[src/rtl/ps2_key_serializer.sv]
// ps2_key_serializer: re-encodes hps_io key events as PS/2 set-2 bytes, buffers them and clocks them out as device frames
module ps2_key_serializer #(
  parameter int CLK_HALF = 1000,
  parameter int GAP      = 2000,
  parameter int FIFO_AW  = 4
) (
  input  logic        clk_sys,
  input  logic        reset,
  input  logic [10:0] ps2_key,
  output logic        ps2_clk,
  output logic        ps2_data,
  output logic        busy,
  output logic        overflow
);
  localparam int DEPTH = 2 ** FIFO_AW;
  localparam int MX    = CLK_HALF > GAP ? CLK_HALF : GAP;
  localparam int CW    = $clog2(MX + 1);
  localparam logic [CW-1:0] HALF_LD = CW'(CLK_HALF - 1);
  localparam logic [CW-1:0] GAP_LD  = CW'(GAP - 1);
  typedef enum logic [1:0] {IDLE, BIT_HI, BIT_LO, GAP_ST} state_t;
  logic [10:0]      r_k;
  logic             r_tog, r_seq, r_e_p, r_f_p;
  logic [7:0]       r_code;
  logic [7:0]       r_mem [DEPTH];
  logic [FIFO_AW:0] r_wp, r_rp;
  state_t           r_st;
  logic [CW-1:0]    r_cnt;
  logic [9:0]       r_sh;
  logic [3:0]       r_bit;
  logic [FIFO_AW:0] w_used, w_free;
  logic [1:0]       w_n;
  logic             w_ev, w_fit, w_empty, w_load;
  logic [7:0]       w_wbyte, w_rbyte;
  assign w_used   = r_wp - r_rp;
  assign w_free   = (FIFO_AW+1)'(DEPTH) - w_used;
  assign w_n      = 2'd1 + {1'b0, r_k[8]} + {1'b0, ~r_k[9]};
  assign w_ev     = (r_k[10] != r_tog) && !r_seq;
  assign w_fit    = w_free >= (FIFO_AW+1)'(w_n);
  assign w_empty  = r_wp == r_rp;
  assign w_wbyte  = r_e_p ? 8'hE0 : r_f_p ? 8'hF0 : r_code;
  assign w_rbyte  = r_mem[r_rp[FIFO_AW-1:0]];
  // a frame may start straight out of the gap so consecutive frames are separated by exactly GAP cycles
  assign w_load   = !w_empty && (r_st == IDLE || (r_st == GAP_ST && r_cnt == '0));
  assign busy     = r_st != IDLE || !w_empty || r_seq;
  always_ff @(posedge clk_sys)
    if (r_seq) r_mem[r_wp[FIFO_AW-1:0]] <= w_wbyte;
  always_ff @(posedge clk_sys) begin
    r_k <= ps2_key;
    if (reset) begin
      r_tog    <= ps2_key[10];
      r_seq    <= 1'b0;
      r_e_p    <= 1'b0;
      r_f_p    <= 1'b0;
      r_code   <= '0;
      r_wp     <= '0;
      r_rp     <= '0;
      r_st     <= IDLE;
      r_cnt    <= '0;
      r_sh     <= '0;
      r_bit    <= '0;
      ps2_clk  <= 1'b1;
      ps2_data <= 1'b1;
      overflow <= 1'b0;
    end else begin
      overflow <= w_ev && !w_fit;
      if (w_ev) begin
        r_tog <= r_k[10];
        if (w_fit) begin
          r_seq  <= 1'b1;
          r_e_p  <= r_k[8];
          r_f_p  <= ~r_k[9];
          r_code <= r_k[7:0];
        end
      end
      if (r_seq) begin
        r_wp <= r_wp + 1'b1;
        if (r_e_p) r_e_p <= 1'b0;
        else if (r_f_p) r_f_p <= 1'b0;
        else r_seq <= 1'b0;
      end
      if (w_load) begin
        r_rp     <= r_rp + 1'b1;
        r_st     <= BIT_HI;
        r_cnt    <= HALF_LD;
        r_sh     <= {1'b1, ~^w_rbyte, w_rbyte};
        r_bit    <= '0;
        ps2_clk  <= 1'b1;
        ps2_data <= 1'b0;
      end else if (r_st != IDLE && r_cnt != '0) begin
        r_cnt <= r_cnt - 1'b1;
      end else begin
        case (r_st)
          BIT_HI: begin
            r_st    <= BIT_LO;
            r_cnt   <= HALF_LD;
            ps2_clk <= 1'b0;
          end
          BIT_LO: begin
            ps2_clk  <= 1'b1;
            r_bit    <= r_bit + 1'b1;
            r_sh     <= r_sh >> 1;
            ps2_data <= r_bit == 4'd10 ? 1'b1 : r_sh[0];
            r_st     <= r_bit == 4'd10 ? GAP_ST : BIT_HI;
            r_cnt    <= r_bit == 4'd10 ? GAP_LD : HALF_LD;
          end
          GAP_ST:  r_st <= IDLE;
          default: r_st <= IDLE;
        endcase
      end
    end
  end
endmodule
[config.mk]
export PLATFORM = sky130hd
export DESIGN_NAME = ps2_key_serializer
export DESIGN_NICKNAME = d
export VERILOG_FILES = /design/src/rtl/ps2_key_serializer.sv
export SDC_FILE = /design/constraint.sdc
export NUM_CORES = 1
export LEC_CHECK = 0
export CORE_MARGIN = 1.5
export CORE_UTILIZATION = 56
export CTS_BUF_LIST = sky130_fd_sc_hd__clkbuf_16
export DETAILED_ROUTE_END_ITERATION = 10
export PLACE_DENSITY = 0.73
export SYNTH_ARGS = -nofsm -noshare
export SYNTH_HDL_FRONTEND = slang
export SYNTH_SLANG_ARGS = --single-unit
[constraint.sdc]
create_clock -name clk_sys -period 2.9 [get_ports clk_sys]
set_input_delay 0.725 -clock clk_sys [delete_from_list [all_inputs] [get_ports clk_sys]]
set_output_delay 0.725 -clock clk_sys [all_outputs]
set_load 0.02 [all_outputs]
Word level (Yosys, flattened, before mapping)
Memory sizes are Yosys's and may differ from the RTL's. A register that Yosys moved wholly into a read port is not among the register bits.
Index checks and enable logic that the tools add are counted.
{"block": "word_totals", "ff_bits": 63, "ram_bits": 128, "input_bits": 13, "out_inout_bits": 4, "memories": 1}
{"memory": "r_mem", "depth": 16, "width": 8, "rd": 1, "rd_ports_with_merged_regs": 1, "wr": 1, "line": "24", "text": "logic [7:0] r_mem [DEPTH];"}
{"block": "op_classes", "n_addsub": 8, "order_cmp": 1, "eq_ne": 7, "n_mux": 38, "bitwise": 2, "n_reduce_logical": 26}
{"op": "10-bit 2-to-1 mux", "n": 4}
{"op": "1-bit 2-to-1 mux", "n": 24}
{"op": "11-bit 2-to-1 mux", "n": 2}
{"op": "11-bit one-hot mux with 2 select lines", "n": 1}
{"op": "8-bit 2-to-1 mux", "n": 2}
{"op": "11-bit zero test", "n": 1}
{"op": "11-bit nonzero test", "n": 1}
{"op": "11-bit by 1-bit subtractor with 11-bit output (second input constant)", "n": 1}
{"op": "5-bit by 1-bit adder with 5-bit output (second input constant)", "n": 2}
{"op": "4-bit 2-to-1 mux", "n": 2}
{"op": "2-bit AND reduction", "n": 4}
{"op": "2-bit nonzero test", "n": 4}
{"op": "8-bit XNOR reduction", "n": 1}
{"op": "5-bit equality test", "n": 1}
{"op": "5-bit by 2-bit >= comparator with 1-bit output", "n": 1}
{"op": "1-bit logical AND", "n": 5}
{"op": "5-bit subtractor", "n": 1}
{"op": "5-bit subtractor (first input constant)", "n": 1}
{"op": "4-bit by 1-bit adder with 4-bit output (second input constant)", "n": 1}
{"op": "2-bit equality test (second input constant)", "n": 2}
{"op": "4-bit equality test (second input constant)", "n": 1}
{"op": "2-bit one-hot mux with 2 select lines", "n": 1}
{"op": "4-bit nonzero test", "n": 1}
{"op": "1-bit zero test", "n": 3}
{"op": "12 further kinds", "n": 15}

Longest topological paths before layout
Gate-level depths: netlist of the first run.
{"block": "depth", "ltp_word": 8, "ltp_mapped": 12, "ltp_nobuf": 11}

Worst setup path after synthesis of the first run
No wires, ideal clock.
{"block": "synth_path", "path_kind": "reg-to-reg", "startpoint": "reg r_wp[1]", "endpoint": "reg r_code[0]", "setup_ns": 0.128, "arrival_ns": 2.330, "required_ns": 2.772, "path_slack_ns": 0.443, "path_stages_with_launch": 12, "n_path_buf": 1, "cell_sequence": "dfxtp_1 inv_1 ha_1 ha_1 inv_1 fa_1 nor2b_1 nand4_1 nor2b_1 buf_2 mux2i_1 nor2_1"}
{"block": "synth_between", "elab_chain_cells": 4}
{"item": "from (decl)", "line": "25", "text": "logic [FIFO_AW:0] r_wp, r_rp;"}
{"item": "from (signal assigned)", "line": "76", "text": "r_wp <= r_wp + 1'b1;"}
{"item": "5-bit subtractor", "line": "34", "text": "assign w_used = r_wp - r_rp;"}
{"item": "5-bit subtractor", "line": "35", "text": "assign w_free = (FIFO_AW+1)'(DEPTH) - w_used;"}
{"item": "5-bit by 2-bit >= comparator with 1-bit output", "line": "38", "text": "assign w_fit = w_free >= (FIFO_AW+1)'(w_n);"}
{"item": "2-bit AND reduction (no line)"}
{"item": "to (signal assigned)", "line": "72", "text": "r_code <= r_k[7:0];"}
{"item": "to (decl)", "line": "23", "text": "logic [7:0] r_code;"}
Every way passes these cells.
A chain may end at the register's enable or synchronous reset.

Worst setup path after layout of the first run
{"block": "layout_path", "startpoint": "reg r_wp[2]", "endpoint": "out busy"}
{"block": "layout_between", "elab_chain_cells": 4}
{"item": "5-bit equality test", "line": "39", "text": "assign w_empty = r_wp == r_rp;"}
{"item": "1-bit zero test", "line": "44", "text": "assign busy = r_st != IDLE || !w_empty || r_seq;"}
{"item": "1-bit logical OR (2 in a row)", "line": "44"}
{"item": "to (decl)", "line": "12", "text": "output logic busy,"}
Every way passes these cells.

==> impl_metrics.csv, run 1 <==
group,metric,value,unit
outcome,status,"finished, final reports clean",
final_layout,final_common_cell,"edfxtp_1",
grt,grt_max_degree,47,
placed_design,dp.final_hpwl,9670,µm
pwr,p_leak,3.11,nW
die,coreArea,13900,µm²
timing,min_period,2.69,ns
yosys,yosysWarnings,0,
worst_setup_path,path_class,"reg2out",
final_layout,n_antenna_cell,0,
timing,relSlewSlack,0.320,
clocking,cts_tree,"done",
die,rows,43,
worst_setup_path,crit_path_end_kind,"output pin",
die,die_w,123,µm
route,ant_nets,0,
timing,rsz0062_at_grt,"false",
worst_setup_path,cp_max_fo,4,
worst_setup_path,cp-start-kind,"register",
grt,grt.busiest_layer,"met2",
timing,setup_tns,0,ns
clocking,path_clk_slew,0.07,ns
pwr,power_switching,3.01,mW
yosys,syn_area,8020,µm²
final_layout,syn_to_final_growth,11.7,%
worst_setup_path,crit_path_top_delay_cell,"dfxtp_1",
grt,use_met1,0.299,
grt,grt_pass1_wl,23900,µm
yosys,synth_edf_count,129,
timing,whs,0.476,ns
pwr,pwr-share-comb,0.333,
clocking,clock_path_buffers,2,
yosys,netlist_top_cells_area,"edfxtp_1, dfxtp_1, mux4_2, ha_1, mux4_1",
yosys,async_flop_share,0,
pwr,ir_drop,0.782,mV
yosys,synth_ff_type,"edfxtp_1",
worst_setup_path,worst_ep_required_time,2.17,ns
route,dr.pass1.iters,4,
timing,worst_pin_slew,1.02,ns
worst_setup_path,critPathMaxStageDelay,0.37,ns
timing,final_max_slew_viol_count,0,
pwr,pwr-share-clk,0.245,
timing,hold_viol,0,
placed_design,numPortBuffers,16,
worst_setup_path,worstPathCellList,"inv_1, ha_1, and4_1, nand4b_1, dlygate4sd2_1",
die,dieArea,15000,µm²
route,drt_wl_total,14900,µm
final_layout,drive_above_1_share,0.121,
route,wl_per_cell,19.4,µm
worst_setup_path,critical_path_buf_inv_count,2,
pwr,switching_share,0.338,
worst_setup_path,crit_arrival,1.96,ns
clocking,cts-root-buf,"clkbuf_16",
timing,final-setup-viol-count,0,
yosys,synth_area_per_cell,14.6,µm²
yosys,ys_ff_latch,195,
grt,met3_usage,0.0627,
run,cap_violations,0,
pwr,power_per_cell_area,993,nW/µm²
clocking,worstSkewPairLatency,0.44,ns
clocking,clkSinkCount,195,
worst_setup_path,cpLargestDelayFamily,"buffers and inverters",
yosys,synth.largest_area_cell,"edfxtp_1",
timing,finClkSkew,0.00936,ns
pwr,seq_power_share,0.423,
yosys,netlist-cell-type-count,52,
final_layout,nNetsFinal,610,
route,viasPerCell,5.88,
die,dieHeight,123,µm
route,drtIter0Drc,409,
final_layout,final_cell_mix,"edfxtp_1, dfxtp_1, nor2_1, nand2_1, mux4_2",
pwr,p_int,5.88,mW
yosys,ys_seq_area_frac,0.648,
grt,track_usage,0.221,
yosys,synthCells,550,
clocking,cts_buffers,17,
grt,met2_usage,0.350,
grt,grt_overflow,0,
timing,fmax,372,MHz
clocking,cts-htree-levels,4,
timing,period_share,0.926,
route,vias,4513,
yosys,synth_top_area_share,0.483,
grt,antenna_found_initial,0,
die,start_util,0.575,
die,io_pins,17,
yosys,mappedNetlistNets,586,
placed_design,gp_congestion,0.852,
route,remaining_drc_errors,0,
hold_path,holdCritPathClass,"reg2reg",
grt,first_global_vias,4513,
clocking,postCtsSetupBuffers,0,
kinds of logic (layout without fill, tap and decap cells):
family | Yosys count | after routing | share of synthesized area
simple gates | 146 | 146 | 0.0901
xor+xnor | 25 | 25 | 0.0273
mux | 42 | 42 | 0.107
flops | 195 | 195 | 0.648
compound gates | 77 | 77 | 0.0670
buf+inv | 42 | 79 | 0.0239
fa+ha+maj | 23 | 23 | 0.0368
what timing repair did:
item / CTS / global route
hold buffers: 0 / 0
resized for setup: 1 / 1
gates cloned: 0 / 0
endpoints found under the setup margin: 1 / 1
stage by stage:
step / power, mW / setup WS [ns] / utilization / area (µm²) / instances
6_report: 8.88 / 0.213 / 0.642 / 8950 / 767
2_1_floorplan: 5.89 / 0.443 / - / 8020 / 550
3_5_place_dp: 6.77 / 0.192 / 0.603 / 8410 / 735
5_1_grt: 9.39 / 0.111 / 0.642 / 8950 / 767
4_1_cts: 8.92 / 0.185 / 0.642 / 8950 / 767
3_3_place_gp: 6.64 / 0.311 / 0.603 / 8410 / 735
synth_stat cells, types with 4 or more instances:
cell type / count
dfxtp_1: 66
o21ai_0: 15
inv_1: 20
a22oi_1: 17
and2_1: 21
nor2_1: 55
edfxtp_1: 129
mux4_1: 9
and3_1: 4
mux4_2: 23
mux2i_1: 9
ha_1: 22
or3_1: 16
a211oi_1: 12
clkbuf_1: 13
a21oi_1: 17
nand2_1: 25
nand4_1: 5
xor2_1: 9
xnor2_1: 16
nor2b_1: 4
worst paths after layout:
| check | from | to | slack [ns] | cells after the start |
|---|---|---|---|---|
| max | r_wp[2] | busy | 0.21 | 5 |
| min | r_k[5] | r_code[5] | 0.48 | 2 |
| max reg2reg | r_wp[2] | r_code[0] | 0.30 | 11 |
| min reg2reg | r_k[5] | r_code[5] | 0.48 | 2 |
power groups by stage:
stage | Clock [mW] | Sequential, mW | Combinational, mW
after global routing | 2.32 | 3.79 | 3.28
after global placement | 0 | 3.79 | 2.85
after CTS | 2.21 | 3.75 | 2.96
after floorplan | 0 | 3.75 | 2.14
after detailed placement | 0 | 3.81 | 2.96
final | 2.17 | 3.75 | 2.96
metal layers:
metal  up-vias  share of wire  wire length (µm)
li1       2129              -                 -
met2        95           0.50              7390
met4         0          0.013               187
met5         -              0                 0
met3        18          0.054               804
met1      2271           0.44              6540
sequential cells by signal, indices dropped and copies added (netlist names), 2 cells and up, named ones only:
register / flops
r_cnt: 11
r_st: 2
r_rp: 5
r_k: 11
r_mem: 128
r_code: 8
r_wp: 5
r_sh: 10
r_bit: 4
area by class of cell:
cell class	count	area (µm²)
Sequential cell	195	5200
Inverter	20	75.1
Tap cell	180	225
Clock buffer	17	425
Fill cell	987	4980
Clock inverter	15	119
Timing Repair Buffer	27	279
Multi-Input combinational cell	313	2630
worst reg2reg max path: stages, from the launching register on:
cell and delay (ns):
dfxtp_1 0.37, inv_1 0.11, ha_1 0.34, ha_1 0.31, a21o_1 0.18, a21oi_1 0.20, xnor2_1 0.11, nand4_1 0.11
nor2b_2 0.27, buf_4 0.20, mux2i_1 0.22, nor2_1 0.07
No activity file was read; power rests on OpenSTA's default activity.
==> run 2: changes to the inputs <==
- ABC_AREA: default -> 1
- CELL_PAD_IN_SITES_DETAIL_PLACEMENT: default -> 1
- CELL_PAD_IN_SITES_GLOBAL_PLACEMENT: default -> 1
- CORE_UTILIZATION: 56 -> 48
- PLACE_DENSITY: 0.73 -> default
- PLACE_DENSITY_LB_ADDON: default -> 0.1
- SLEW_MARGIN: default -> 15
==> impl_metrics.csv, run 2 <==
group,metric,value,unit
grt,grt_overflow,0,
pwr,p_leak,4.01,nW
route,drtIter0Drc,425,
grt,grt_max_degree,59,
yosys,synth.most_common_cell,"nand2_1",
yosys,mappedNetlistNets,955,
yosys,synthTopCellsByCount,"nand2_1, edfxtp_1, inv_1, nor2_1, nand3_1",
worst_setup_path,critPathMaxStageDelay,0.38,ns
route,viasPerCell,5.36,
timing,final_max_slew_viol_count,0,
route,drt_wl_total,20700,µm
die,coreArea,17400,µm²
worst_setup_path,cp_common_cell,"nand3_1",
yosys,yosysWarnings,0,
timing,final-setup-viol-count,0,
grt,first_global_vias,6556,
outcome,status,"finished, final reports clean",
timing,setup_tns,0,ns
die,io_pins,17,
worst_setup_path,cp_max_fo,6,
clocking,cts_tree,"done",
pwr,ir_drop,0.460,mV
placed_design,gp_congestion,0.806,
yosys,ys_ff_latch,195,
placed_design,numPortBuffers,16,
route,vias,6291,
die,die_w,136,µm
timing,relSlewSlack,0.399,
final_layout,drive_above_1_share,0.0654,
clocking,cts_buffers,17,
timing,hold_viol,0,
die,dieArea,18600,µm²
clocking,path_clk_slew,0.07,ns
final_layout,nNetsFinal,971,
yosys,async_flop_share,0,
pwr,pwr-share-comb,0.355,
final_layout,design_area,9490,µm²
die,dieHeight,136,µm
timing,worst_pin_slew,0.898,ns
worst_setup_path,cp-start-kind,"register",
yosys,netlist_top_cells_area,"edfxtp_1, dfxtp_1, nand2_1, nand3_1, inv_1",
final_layout,n_antenna_cell,0,
worst_setup_path,crit_path_top_delay_cell,"dfxtp_1",
pwr,power_per_cell_area,1000,nW/µm²
timing,min_period,2.72,ns
yosys,synth_ff_type,"edfxtp_1",
yosys,synthCells,919,
clocking,worstSkewPairLatency,0.44,ns
pwr,pwr-share-clk,0.244,
hold_path,holdCritPathClass,"reg2reg",
pwr,switching_share,0.390,
final_layout,largest_register_ffs,128,
route,ant_nets,0,
run,cap_violations,0,
grt,track_usage,0.241,
timing,finClkSkew,0.00808,ns
grt,antenna_found_initial,0,
clocking,holdBufCountCts,0,
yosys,synth_top_area_share,0.454,
pwr,power_switching,3.71,mW
final_layout,final_common_cell,"nand2_1",
worst_setup_path,path_class,"reg2out",
timing,fmax,368,MHz
worst_setup_path,worstPathCellList,"inv_1, ha_1, nand3_1, nor2_1, nand3_1, dlygate4sd2_1",
route,dr.pass1.iters,4,
yosys,netlist-cell-type-count,36,
worst_setup_path,crit_arrival,1.99,ns
yosys,synth.largest_area_cell,"edfxtp_1",
clocking,cts.repair.resized,1,
worst_setup_path,crit_path_end_kind,"output pin",
clocking,clkSinkCount,195,
clocking,cts-htree-levels,4,
yosys,synth_area_per_cell,9.29,µm²
clocking,cts-root-buf,"clkbuf_16",
die,start_util,0.492,
route,remaining_drc_errors,0,
pwr,p_int,5.80,mW
final_layout,syn_to_final_growth,11.1,%
yosys,synth_edf_count,129,
placed_design,dp.final_hpwl,13900,µm
yosys,syn_area,8530,µm²
clocking,postCtsSetupBuffers,0,
worst_setup_path,worst_ep_required_time,2.17,ns
final_layout,final_cell_mix,"nand2_1, edfxtp_1, inv_1, nor2_1, nand3_1",
timing,period_share,0.937,
die,rows,48,
clocking,clock_path_buffers,2,
grt,grt_pass1_wl,34000,µm
route,wl_per_cell,17.6,µm
timing,rsz0062_at_grt,"false",
pwr,seq_power_share,0.401,
yosys,ys_seq_area_frac,0.609,
placed_design,place_area,8900,µm²
==> run 2: kinds of logic after synthesis <==
family                     after synthesis  synth area share
and+or+nand+nor                        459             0.220
DFF                                    195             0.609
buffers and inverters                  147            0.0721
AOI/OAI and AO/OA                       90            0.0598
adders and majority gates               23            0.0346
xor gates and xnor gates                 5           0.00513
==> run 2: final timing paths <==
check | startpoint | end | slack (ns) | cells after the start
worst min register to register | r_k[9] | r_f_p | 0.46 | 1
worst max register to register | r_wp[1] | r_f_p | 0.30 | 13
worst max-delay path | r_wp[2] | busy | 0.18 | 6
worst min-delay path | r_k[9] | r_f_p | 0.46 | 1
==> run 2: critical path: cells and delay by family (launching register included) <==
kind                       cells  cell delay, ns
adders and majority gates      1            0.36
DFF                            1            0.38
and+or+nand+nor                3            0.37
buffers and inverters          2            0.46
==> run 2: metal layers <==
layer / track usage / part of all wire / vias up
met2: 0.405 / 0.49 / 117
met3: 0.0324 / 0.032 / 31
met5: 0 / 0 / -
li1: - / - / 3028
met4: 0.0963 / 0.025 / 0
met1: 0.317 / 0.45 / 3115
==> run 2: area by class of cell <==
| class | count | area (µm²) |
|---|---|---|
| well taps | 225 | 282 |
| flip-flops and latches | 195 | 5200 |
| multi-input cells | 577 | 2720 |
| inverters | 114 | 434 |
| fillers | 1964 | 7870 |
| clock inverters | 13 | 110 |
| repair buffers | 30 | 264 |
| clock buffers | 19 | 475 |
==> run 2: power groups by stage <==
stage	registers (mW)	logic [mW]	clock network, mW
2_1_floorplan	3.82	2.30	0
3_3_place_gp	3.85	3.16	0
3_5_place_dp	3.87	3.37	0
4_1_cts	3.82	3.40	2.35
5_1_grt	3.86	3.80	2.45
6_report	3.81	3.38	2.32
==> run 2: per-stage QoR <==
stage               hold WS [ns]  std cells  utilization  power, mW  setup WS [ns]
finish                     0.456       1173        0.546       9.52          0.182
global route               0.499       1173        0.546       10.1         0.0228
CTS                        0.457       1173        0.546       9.56          0.154
detailed placement         0.440       1141        0.513       7.24          0.282
global placement           0.439       1141        0.513       7.01          0.440
floorplan                  0.409        919            -       6.11          0.605
